File: src/rtl/mem_io_pkg.sv
// Shared constants, types and LFSR helpers for the mem_io data-memory / MMIO stage.
package mem_io_pkg;

  localparam logic [7:0] RAM_TOP         = 8'hEF;
  localparam logic [7:0] ADDR_BTN_STATUS = 8'hF0;
  localparam logic [7:0] ADDR_BTN_DATA   = 8'hF1;
  localparam logic [7:0] ADDR_RAND       = 8'hF2;
  localparam logic [7:0] ADDR_TICK       = 8'hF3;
  localparam logic [7:0] ADDR_LED        = 8'hF4;

  localparam logic [7:0] LFSR_SEED = 8'h01;
  // Taps x^8+x^6+x^5+x^4 map to state bits 7,5,4,3.
  localparam logic [7:0] LFSR_TAPS = 8'hB8;

  typedef struct packed {
    logic       overflow;
    logic [1:0] zero;
    logic [4:0] count;
  } btn_status_t;

  function automatic logic [7:0] lfsr_next(input logic [7:0] s);
    return {s[6:0], ^(s & LFSR_TAPS)};
  endfunction

  // The all-zero state would lock the LFSR, so a zero load becomes the seed.
  function automatic logic [7:0] lfsr_load(input logic [7:0] v);
    return (v == 8'h00) ? LFSR_SEED : v;
  endfunction

endpackage

File: src/rtl/event_fifo.sv
// Small synchronous FIFO with occupancy count; a pop on an empty FIFO is ignored,
// and a push when full only lands if a pop frees a slot in the same cycle.
module event_fifo #(
  parameter int DEPTH = 4,
  parameter int W     = 5
) (
  input  logic                     clk,
  input  logic                     rst_n,
  input  logic                     push,
  input  logic                     pop,
  input  logic [W-1:0]             din,
  output logic [W-1:0]             dout,
  output logic                     full,
  output logic                     empty,
  output logic [$clog2(DEPTH):0]   count
);

  localparam int AW = $clog2(DEPTH);
  localparam int CW = AW + 1;

  logic [AW-1:0] wr_ptr_q, wr_ptr_d;
  logic [AW-1:0] rd_ptr_q, rd_ptr_d;
  logic [CW-1:0] count_q, count_d;
  logic [W-1:0]  mem_q [DEPTH];
  logic          do_push, do_pop;

  assign full  = (count_q == CW'(DEPTH));
  assign empty = (count_q == '0);
  assign count = count_q;
  assign dout  = mem_q[rd_ptr_q];

  always_comb begin
    do_pop   = pop & ~empty;
    do_push  = push & (~full | do_pop);
    wr_ptr_d = wr_ptr_q;
    rd_ptr_d = rd_ptr_q;
    count_d  = count_q + CW'(do_push) - CW'(do_pop);
    if (do_push) wr_ptr_d = wr_ptr_q + AW'(1);
    if (do_pop)  rd_ptr_d = rd_ptr_q + AW'(1);
  end

  always_ff @(posedge clk or negedge rst_n) begin
    if (!rst_n) begin
      wr_ptr_q <= '0;
      rd_ptr_q <= '0;
      count_q  <= '0;
    end else begin
      wr_ptr_q <= wr_ptr_d;
      rd_ptr_q <= rd_ptr_d;
      count_q  <= count_d;
    end
  end

  // Storage carries data only, so it is left out of reset.
  always_ff @(posedge clk) begin
    if (do_push) mem_q[wr_ptr_q] <= din;
  end

endmodule

File: src/rtl/mem_io.sv
// Data RAM plus minesweeper peripheral page (button FIFO, LFSR, tick, LED)
// with a zero-latency combinational read path back to the CPU.
module mem_io
  import mem_io_pkg::*;
#(
  parameter int FIFO_DEPTH = 4,
  parameter int TICK_DIV   = 50000
) (
  input  logic       CLK,
  input  logic       RESET_L,
  input  logic [7:0] ADDR,
  input  logic [7:0] WDATA,
  input  logic       MW,
  input  logic       RD,
  output logic [7:0] RDATA,
  input  logic [4:0] BTN,
  output logic [7:0] LED
);

  localparam int RAM_BYTES = int'(RAM_TOP) + 1;
  localparam int PW        = (TICK_DIV > 1) ? $clog2(TICK_DIV) : 1;
  localparam logic [PW-1:0] PRE_MAX = PW'(TICK_DIV - 1);
  localparam int CNT_W     = $clog2(FIFO_DEPTH) + 1;

  logic [7:0]    ram_q [RAM_BYTES];
  logic [4:0]    btn_sync1_q, btn_sync1_d;
  logic [4:0]    btn_sync2_q, btn_sync2_d;
  logic [4:0]    btn_prev_q,  btn_prev_d;
  logic [4:0]    edge_mask;
  logic          ovf_q, ovf_d;
  logic [7:0]    lfsr_q, lfsr_d;
  logic [7:0]    tick_q, tick_d;
  logic [PW-1:0] pre_q, pre_d;
  logic [7:0]    led_q, led_d;

  logic             wr_ram, wr_status, wr_rand, wr_tick, wr_led;
  logic             push_evt, pop_req;
  logic [4:0]       fifo_head;
  logic             fifo_full, fifo_empty;
  logic [CNT_W-1:0] fifo_count;
  btn_status_t      status;

  always_comb begin
    wr_ram    = MW && (ADDR <= RAM_TOP);
    wr_status = MW && (ADDR == ADDR_BTN_STATUS);
    wr_rand   = MW && (ADDR == ADDR_RAND);
    wr_tick   = MW && (ADDR == ADDR_TICK);
    wr_led    = MW && (ADDR == ADDR_LED);
    pop_req   = RD && (ADDR == ADDR_BTN_DATA);
  end

  // Button path: two-flop synchronizer, then a previous-value flop for rising edges.
  always_comb begin
    btn_sync1_d = BTN;
    btn_sync2_d = btn_sync1_q;
    btn_prev_d  = btn_sync2_q;
    edge_mask   = btn_sync2_q & ~btn_prev_q;
    push_evt    = |edge_mask;
  end

  always_ff @(posedge CLK or negedge RESET_L) begin
    if (!RESET_L) begin
      btn_sync1_q <= '0;
      btn_sync2_q <= '0;
      btn_prev_q  <= '0;
    end else begin
      btn_sync1_q <= btn_sync1_d;
      btn_sync2_q <= btn_sync2_d;
      btn_prev_q  <= btn_prev_d;
    end
  end

  event_fifo #(
    .DEPTH (FIFO_DEPTH),
    .W     (5)
  ) u_event_fifo (
    .clk   (CLK),
    .rst_n (RESET_L),
    .push  (push_evt),
    .pop   (pop_req),
    .din   (edge_mask),
    .dout  (fifo_head),
    .full  (fifo_full),
    .empty (fifo_empty),
    .count (fifo_count)
  );

  // An overflow raised in the same cycle as a status write still sticks.
  always_comb begin
    ovf_d = ovf_q;
    if (wr_status) ovf_d = 1'b0;
    if (push_evt && fifo_full && !pop_req) ovf_d = 1'b1;
  end

  always_comb begin
    lfsr_d = wr_rand ? lfsr_load(WDATA) : lfsr_next(lfsr_q);
  end

  always_comb begin
    tick_d = tick_q;
    pre_d  = pre_q;
    if (wr_tick) begin
      tick_d = WDATA;
      pre_d  = '0;
    end else if (pre_q == PRE_MAX) begin
      tick_d = tick_q + 8'd1;
      pre_d  = '0;
    end else begin
      pre_d  = pre_q + PW'(1);
    end
  end

  always_comb begin
    led_d = wr_led ? WDATA : led_q;
  end

  always_ff @(posedge CLK or negedge RESET_L) begin
    if (!RESET_L) begin
      ovf_q  <= 1'b0;
      lfsr_q <= LFSR_SEED;
      tick_q <= 8'h00;
      pre_q  <= '0;
      led_q  <= 8'h00;
    end else begin
      ovf_q  <= ovf_d;
      lfsr_q <= lfsr_d;
      tick_q <= tick_d;
      pre_q  <= pre_d;
      led_q  <= led_d;
    end
  end

  always_ff @(posedge CLK) begin
    if (wr_ram) ram_q[ADDR] <= WDATA;
  end

  always_comb begin
    status.overflow = ovf_q;
    status.zero     = 2'b00;
    status.count    = 5'(fifo_count);
  end

  always_comb begin
    RDATA = 8'h00;
    if (ADDR <= RAM_TOP) begin
      RDATA = ram_q[ADDR];
    end else begin
      case (ADDR)
        ADDR_BTN_STATUS: RDATA = status;
        ADDR_BTN_DATA:   RDATA = fifo_empty ? 8'h00 : {3'b000, fifo_head};
        ADDR_RAND:       RDATA = lfsr_q;
        ADDR_TICK:       RDATA = tick_q;
        ADDR_LED:        RDATA = led_q;
        default:         RDATA = 8'h00;
      endcase
    end
  end

  assign LED = led_q;

endmodule

File: config.mk
export PLATFORM = sky130hd
export DESIGN_NAME = mem_io
export DESIGN_NICKNAME = d
export VERILOG_FILES = /design/src/rtl/mem_io_pkg.sv /design/src/rtl/event_fifo.sv /design/src/rtl/mem_io.sv
export SDC_FILE = /design/constraint.sdc
export NUM_CORES = 2
export LEC_CHECK = 0
export BUFFER_PORTS_ARGS = -buffer_cell sky130_fd_sc_hd__buf_2
export CAP_MARGIN = 30
export CORE_MARGIN = 2
export CORE_UTILIZATION = 25
export DETAILED_ROUTE_END_ITERATION = 6
export SYNTH_ARGS = -nofsm -noshare
export SYNTH_HDL_FRONTEND = slang
export SYNTH_SLANG_ARGS = --single-unit
File: constraint.sdc
create_clock -name CLK -period 2.86 [get_ports CLK]
set_clock_uncertainty 0.1 [all_clocks]
set_input_delay 0.143 -clock CLK [delete_from_list [all_inputs] [get_ports CLK]]
set_output_delay 0.143 -clock CLK [all_outputs]
set_load 0.03 [all_outputs]
# Word level (Yosys, flattened, before mapping)
# Memory sizes are Yosys's and may differ from the RTL's.
# Index checks and enable logic that the tools add are counted.
dict set report op_classes {
  n_bitwise 7
  n_lt_le_gt_ge 1
  n_addsub 6
  muxes 15
  reduce_logical 15
  eq_ne 7
}
# operator count
set ops {}
lappend ops {{8-bit == test (second input constant)} 5}
lappend ops {{8-bit 2-to-1 mux} 5}
lappend ops {{8-bit one-hot mux with 5 select lines} 1}
lappend ops {{16-bit 2-to-1 mux} 2}
lappend ops {{16-bit by 1-bit adder with 16-bit output (second input constant)} 1}
lappend ops {{16-bit == test (second input constant)} 1}
lappend ops {{8-bit by 1-bit adder with 8-bit output (second input constant)} 1}
lappend ops {{8-bit <= comparator (second input constant)} 1}
lappend ops {{1-bit logical AND} 8}
lappend ops {{8-bit zero test} 1}
lappend ops {{8-bit parity} 1}
lappend ops {{1-bit 2-to-1 mux} 6}
lappend ops {{5-bit bitwise AND} 1}
lappend ops {{5-bit 2-to-1 mux} 1}
lappend ops {{5-bit inverter} 1}
lappend ops {{5-bit OR reduction} 1}
lappend ops {{2-bit by 1-bit adder with 2-bit output (second input constant)} 2}
lappend ops {{2-bit nonzero test} 2}
lappend ops {{3-bit by 1-bit adder with 3-bit output} 1}
lappend ops {{3-bit == test (second input constant)} 1}
lappend ops {{3-bit zero test} 1}
lappend ops {{3-bit by 1-bit subtractor with 3-bit output} 1}
lappend ops {{1-bit bitwise AND} 2}
lappend ops {{1-bit inverter} 2}
lappend ops {{2 further kinds} 2}
dict set report word_totals {
  mem_bits_rw 1940
  n_memories 2
  register_bits 63
  word_cells 64
  out_inout_bits 16
  input_bits 25
}
# name depth word_bits read_ports rd_ports_with_merged_regs wr line
set memory_table {}
lappend memory_table {ram_q 240 8 1 0 1 mem_io.sv:25} ;# logic [7:0] ram_q [RAM_BYTES];
lappend memory_table {u_event_fifo.mem_q 4 5 1 0 1 event_fifo.sv:24} ;# logic [W-1:0] mem_q [DEPTH];

# Longest topological paths before layout
dict set report depth {
  ltp_word 7
  ltp_mapped 16
  depth_no_buf 10
}

# Modules after synthesis
# From an unflattened synthesis, not the netlist that was laid out.
dict set report hier_totals {
  hier_cells 3830
  area_unflattened_um2 78343.9
}
# module n_inst area_each_um2 cells_each seq_area_each_um2
set by_module_without_submodules {}
lappend by_module_without_submodules {mem_io 1 77194.0 3768 59057.9}
lappend by_module_without_submodules {event_fifo 1 1149.9 62 775.7}

# Least setup slack after synthesis
# No wires, ideal clock.
dict set report synth_timing {
  path_kind {input port to flip-flop}
  from {input ADDR[0]}
  to {register u_event_fifo.count_q[2], in the netlist u_event_fifo.count[2]}
  t_required_ns 2.637
  slack_ns 0.049
  n_path_buf 7
  stages 16
  setup_time_ns 0.123
  t_arrival_ns 2.589
  path_cell_list {buf_6 > buf_12 > buf_8 > buf_8 > buf_6 > buf_8 > buf_6 > nand2_2 > nor3_1 > nand3_1 > nor2_1 > ha_1 > inv_1 > ha_1 > fa_1 > xnor2_1}
}
dict set report synth_via {
  elab_chain_cells 7
}
# item line
set synth_rtl {}
lappend synth_rtl {{start: declaration} mem_io.sv:11} ;# input logic [7:0] ADDR,
lappend synth_rtl {{8-bit == test *} mem_io.sv:49} ;# pop_req = RD && (ADDR == ADDR_BTN_DATA);
lappend synth_rtl {{1-bit logical AND *} mem_io.sv:49}
lappend synth_rtl {{1-bit bitwise AND *} event_fifo.sv:33} ;# do_pop = pop & ~empty;
lappend synth_rtl {{named net u_event_fifo.do_pop} event_fifo.sv:25} ;# logic do_push, do_pop;
lappend synth_rtl {{1-bit bitwise OR} event_fifo.sv:34} ;# do_push = push & (~full | do_pop);
lappend synth_rtl {{1-bit bitwise AND} event_fifo.sv:34}
lappend synth_rtl {{3-bit by 1-bit adder with 3-bit output} event_fifo.sv:37} ;# count_d = count_q + CW'(do_push) - CW'(do_pop);
lappend synth_rtl {{3-bit by 1-bit subtractor with 3-bit output *} event_fifo.sv:37}
lappend synth_rtl {{named net u_event_fifo.count_d[2]} event_fifo.sv:23} ;# logic [CW-1:0] count_q, count_d;
lappend synth_rtl {{end signal: assignment} event_fifo.sv:50} ;# count_q <= count_d;
lappend synth_rtl {{end: declaration} event_fifo.sv:23}
# Mark *: on every way through the listed nets, which the timed path passes. The rest lies on a longest branch.
# A chain may end at the register's enable or synchronous reset.

# Worst setup path after layout
dict set report layout_timing {
  from {memory ram_q[107][4]}
  to {output RDATA[4]}
}
dict set report layout_via {
  elab_chain_cells 2
}
# item line
set layout_rtl {}
lappend layout_rtl {{start: declaration} mem_io.sv:25}
lappend layout_rtl {{memory 240 x 8 bit} --}
lappend layout_rtl {{8-bit 2-to-1 mux} mem_io.sv:145} ;# if (ADDR <= RAM_TOP) begin
lappend layout_rtl {{end: declaration} mem_io.sv:15} ;# output logic [7:0] RDATA,
# Every way passes these cells.

==> reports/results.tsv <==
metric	value	unit
status	finished with violations	
violations	negative setup slack	
p_per_area	647	nW/µm²
reg2reg_depth	7	
vdd_drop_max	0.505	mV
antenna_found_initial	13	
post-place-ws	-1.09	ns
grt_max_degree	166	
endpoint_kind	primary output	
cpMaxStageDelayCell	mux4_2	
max-cap-violations	0	
final_cell_mix	edfxtp_1, buf_4, mux4_2	
max_clock_freq	254	MHz
instances_no_fill	8839	
rsz0062_at_grt	yes	
ys_seq_area_frac	0.763	
clock-sinks	2003	
reg2reg_slack	0.32	ns
p_clk_frac	0.407	
cp.required	2.62	ns
crit_path_max_incr_delay	0.53	ns
min_to	ram_q[212][1]$_DFFE_PP_	
whs_path_depth	2	
clk_latency	0.83	ns
grt_pass1_vias	41428	
cp.depth	9	
drt_iter0_drc	5646	
gp_congestion	0.869	
yosys.area.top_type	edfxtp_1	
num_antenna_cells	0	
clk_pin_slew	0.06	ns
htreeDepth	4	
fin_area	96600	µm²
hp-start	WDATA[1]	
layout_commonest_cell	edfxtp_1	
combinationalPowerShare	0.070	
path_cells	mux4_2 > mux4_2 > a22oi_2 > buf_6 > a31oi_4 > nor4b_4 > buf_4 > a31oi_4 > buf_6	
totalWireLength	220000	µm
grtUsageTotal	0.135	
core_area	312000	µm²
p_sw_frac	0.222	
synth_area_per_cell	21.1	µm²
grt_pass1_wl	312000	µm
numCtsBuffers	195	
fin_crit	3.94	ns
cp.arrival	3.69	ns
crit_family	multiplexers	
syn_area	78500	µm²
setup_violations	8	
cellLeakagePower	0.0313	µW
portBuffers	40	
dp_hpwl	147000	µm
hold_viol	0	
seqPwrFrac	0.524	
hold_class	input pin to flip-flop	
overflow	0	
drive_above_1_share	0.356	
fp.dieH	564	µm
clockRootBuffer	clkbuf_16	
finish.utilization	0.309	
yosysWarningCount	0	
path_buf_inv	3	
pin_count	41	
rows	205	
antenna_left	0	
start_util	0.251	
path_class	flip-flop to primary output	
reg2reg_to	tick_q[7]$_DFFE_PN0P_	
first_pass_iters	6	
yosysTopAreaCellShare	0.743	
worstMarginPinSlew	1.04	ns
r2r_start	pre_q[5]$_DFF_PN0_	
timing.final.crit_share	1.38	
drv_slew	0	
nets	4575	
p_sw	13800	µW
async_flop_share	0.0315	
vias_per_cell	4.73	
worst_slack	-1.08	ns
place_area	89500	µm²
relSlewSlack	0.304	
startpoint_type	flip-flop	
ys_ff_latch	2003	
die_x	564	µm
synth_cells	3721	
synth_edf_count	1940	
area_delta_synth_final	23.1	%
netlist_top_cells_area	edfxtp_1, mux4_2, dfrtp_1, mux2i_1, nor2_1	
cts_tree	built	
vias	41850	
nFillCells	29808	
drc	0	
dieArea	318000	µm²
yosysUniqueCellTypes	74	
wl_per_cell	24.9	µm
crit_fanout	1	
syn-num-nets	3755	
clock_path_buffers	3	
placedCellCount	8459	
p_int	48600	µW
ys.flop_type	edfxtp_1	
area by class of cell:
cell class	count	area, µm²	area share
Sequential cell	2003	59800	0.620
Tap cell	4140	5180	0.0536
Timing Repair Buffer	847	7530	0.0779
Multi-Input combinational cell	1483	17700	0.183
Inverter	11	47.5	0.000492
Clock inverter	107	1090	0.0113
Clock buffer	248	5170	0.0536
worst max-delay path by stage:
| stage | from | endpoint | slack, ns |
|---|---|---|---|
| 5_1_grt | ram_q[98][4]$_DFFE_PP_ | RDATA[4] | -1.16 |
| 2_1_floorplan | ADDR[0] | u_event_fifo.count[2]$_DFF_PN0_ | 0.05 |
| 4_1_cts | ram_q[170][4]$_DFFE_PP_ | RDATA[4] | -1.13 |
| 3_3_place_gp | ADDR[0] | RDATA[4] | -1.09 |
| 6_report | ram_q[107][4]$_DFFE_PP_ | RDATA[4] | -1.08 |
| 3_5_place_dp | ADDR[0] | RDATA[4] | -1.09 |
repair_timing:
| action | CTS | global route |
|---|---|---|
| hold buffers | 25 | 0 |
| endpoints found under the hold margin | 827 | 0 |
| gates resized for setup | 80 | 22 |
| setup buffers | 0 | 0 |
| endpoints found under the setup margin | 8 | 8 |
| pin swaps | 27 | 16 |
cells in the mapped netlist, types with 5 or more instances:
library cell,number
buf_4,19
nor2b_1,21
a31oi_1,14
buf_2,57
nor2_1,288
o2111ai_1,5
nor3_1,12
a211oi_1,15
xnor2_1,18
dfrtp_1,62
ha_1,8
mux2_2,23
a32oi_1,17
clkbuf_1,86
mux4_2,494
o21ai_0,30
edfxtp_1,1940
a21oi_1,37
nand4_1,14
o211ai_1,9
nand3_1,48
nor4_1,6
and3_1,17
buf_1,23
buf_8,5
nand2b_1,9
and2_1,9
buf_6,31
a22o_1,7
inv_1,10
o22ai_1,18
xor2_1,10
a22oi_1,38
nand2_1,121
a221oi_1,13
mux2i_1,120
cell families (layout without fill, tap and decap cells):
logic type | Yosys count | in the layout | synth area share
adders and majority gates | 9 | 9 | 0.00153
buffers and inverters | 235 | 1213 | 0.0174
AOI/OAI and AO/OA | 232 | 232 | 0.0208
and+or+nand+nor | 573 | 573 | 0.0328
xor gates and xnor gates | 28 | 28 | 0.00313
muxes | 641 | 641 | 0.162
DFF | 2003 | 2003 | 0.763
power groups by stage:
stage	Combinational [µW]	Clock (µW)	Sequential (µW)
after floorplan	2030	0	33300
after global placement	4130	0	33300
after detailed placement	4200	0	33300
after CTS	4360	25800	32700
after global routing	4580	26900	32700
final	4350	25400	32700
metrics by stage:
| step | TNS [ns] | total power [µW] | hold slack [ns] |
|---|---|---|---|
| after floorplan | 0 | 35300 | -0.253 |
| after global routing | -6.37 | 64300 | 0.149 |
| final | -5.75 | 62500 | 0.159 |
| after CTS | -6.28 | 62900 | 0.118 |
| after detailed placement | -92.77 | 37500 | 0.0512 |
| after global placement | -91.93 | 37400 | 0.0394 |
state kept, by name, indices dropped and copies added, names as in the netlist, 3 cells and up:
signal	count
pre_q	16
u_event_fifo.mem_q	20
tick_q	8
btn_sync1_q	5
lfsr_q	8
btn_prev_q	5
ram_q	1920
u_event_fifo.count	3
btn_prev_d	5
LED	8
worst reg2reg max path: cells and delay by family, from the launching register on:
kind	cells	cell delay (ns)
mux	1	0.25
xor+xnor	1	0.13
flops	1	0.46
simple gates	5	1.50
routing by layer:
metal,vias to the layer above,global-route usage,share of wire
met5,-,0,0.000059
met3,317,0.0288,0.091
met1,22470,0.189,0.42
met4,2,0.0326,0.022
li1,17084,-,-
met2,1977,0.214,0.47
No activity file was read; power rests on OpenSTA's default activity.
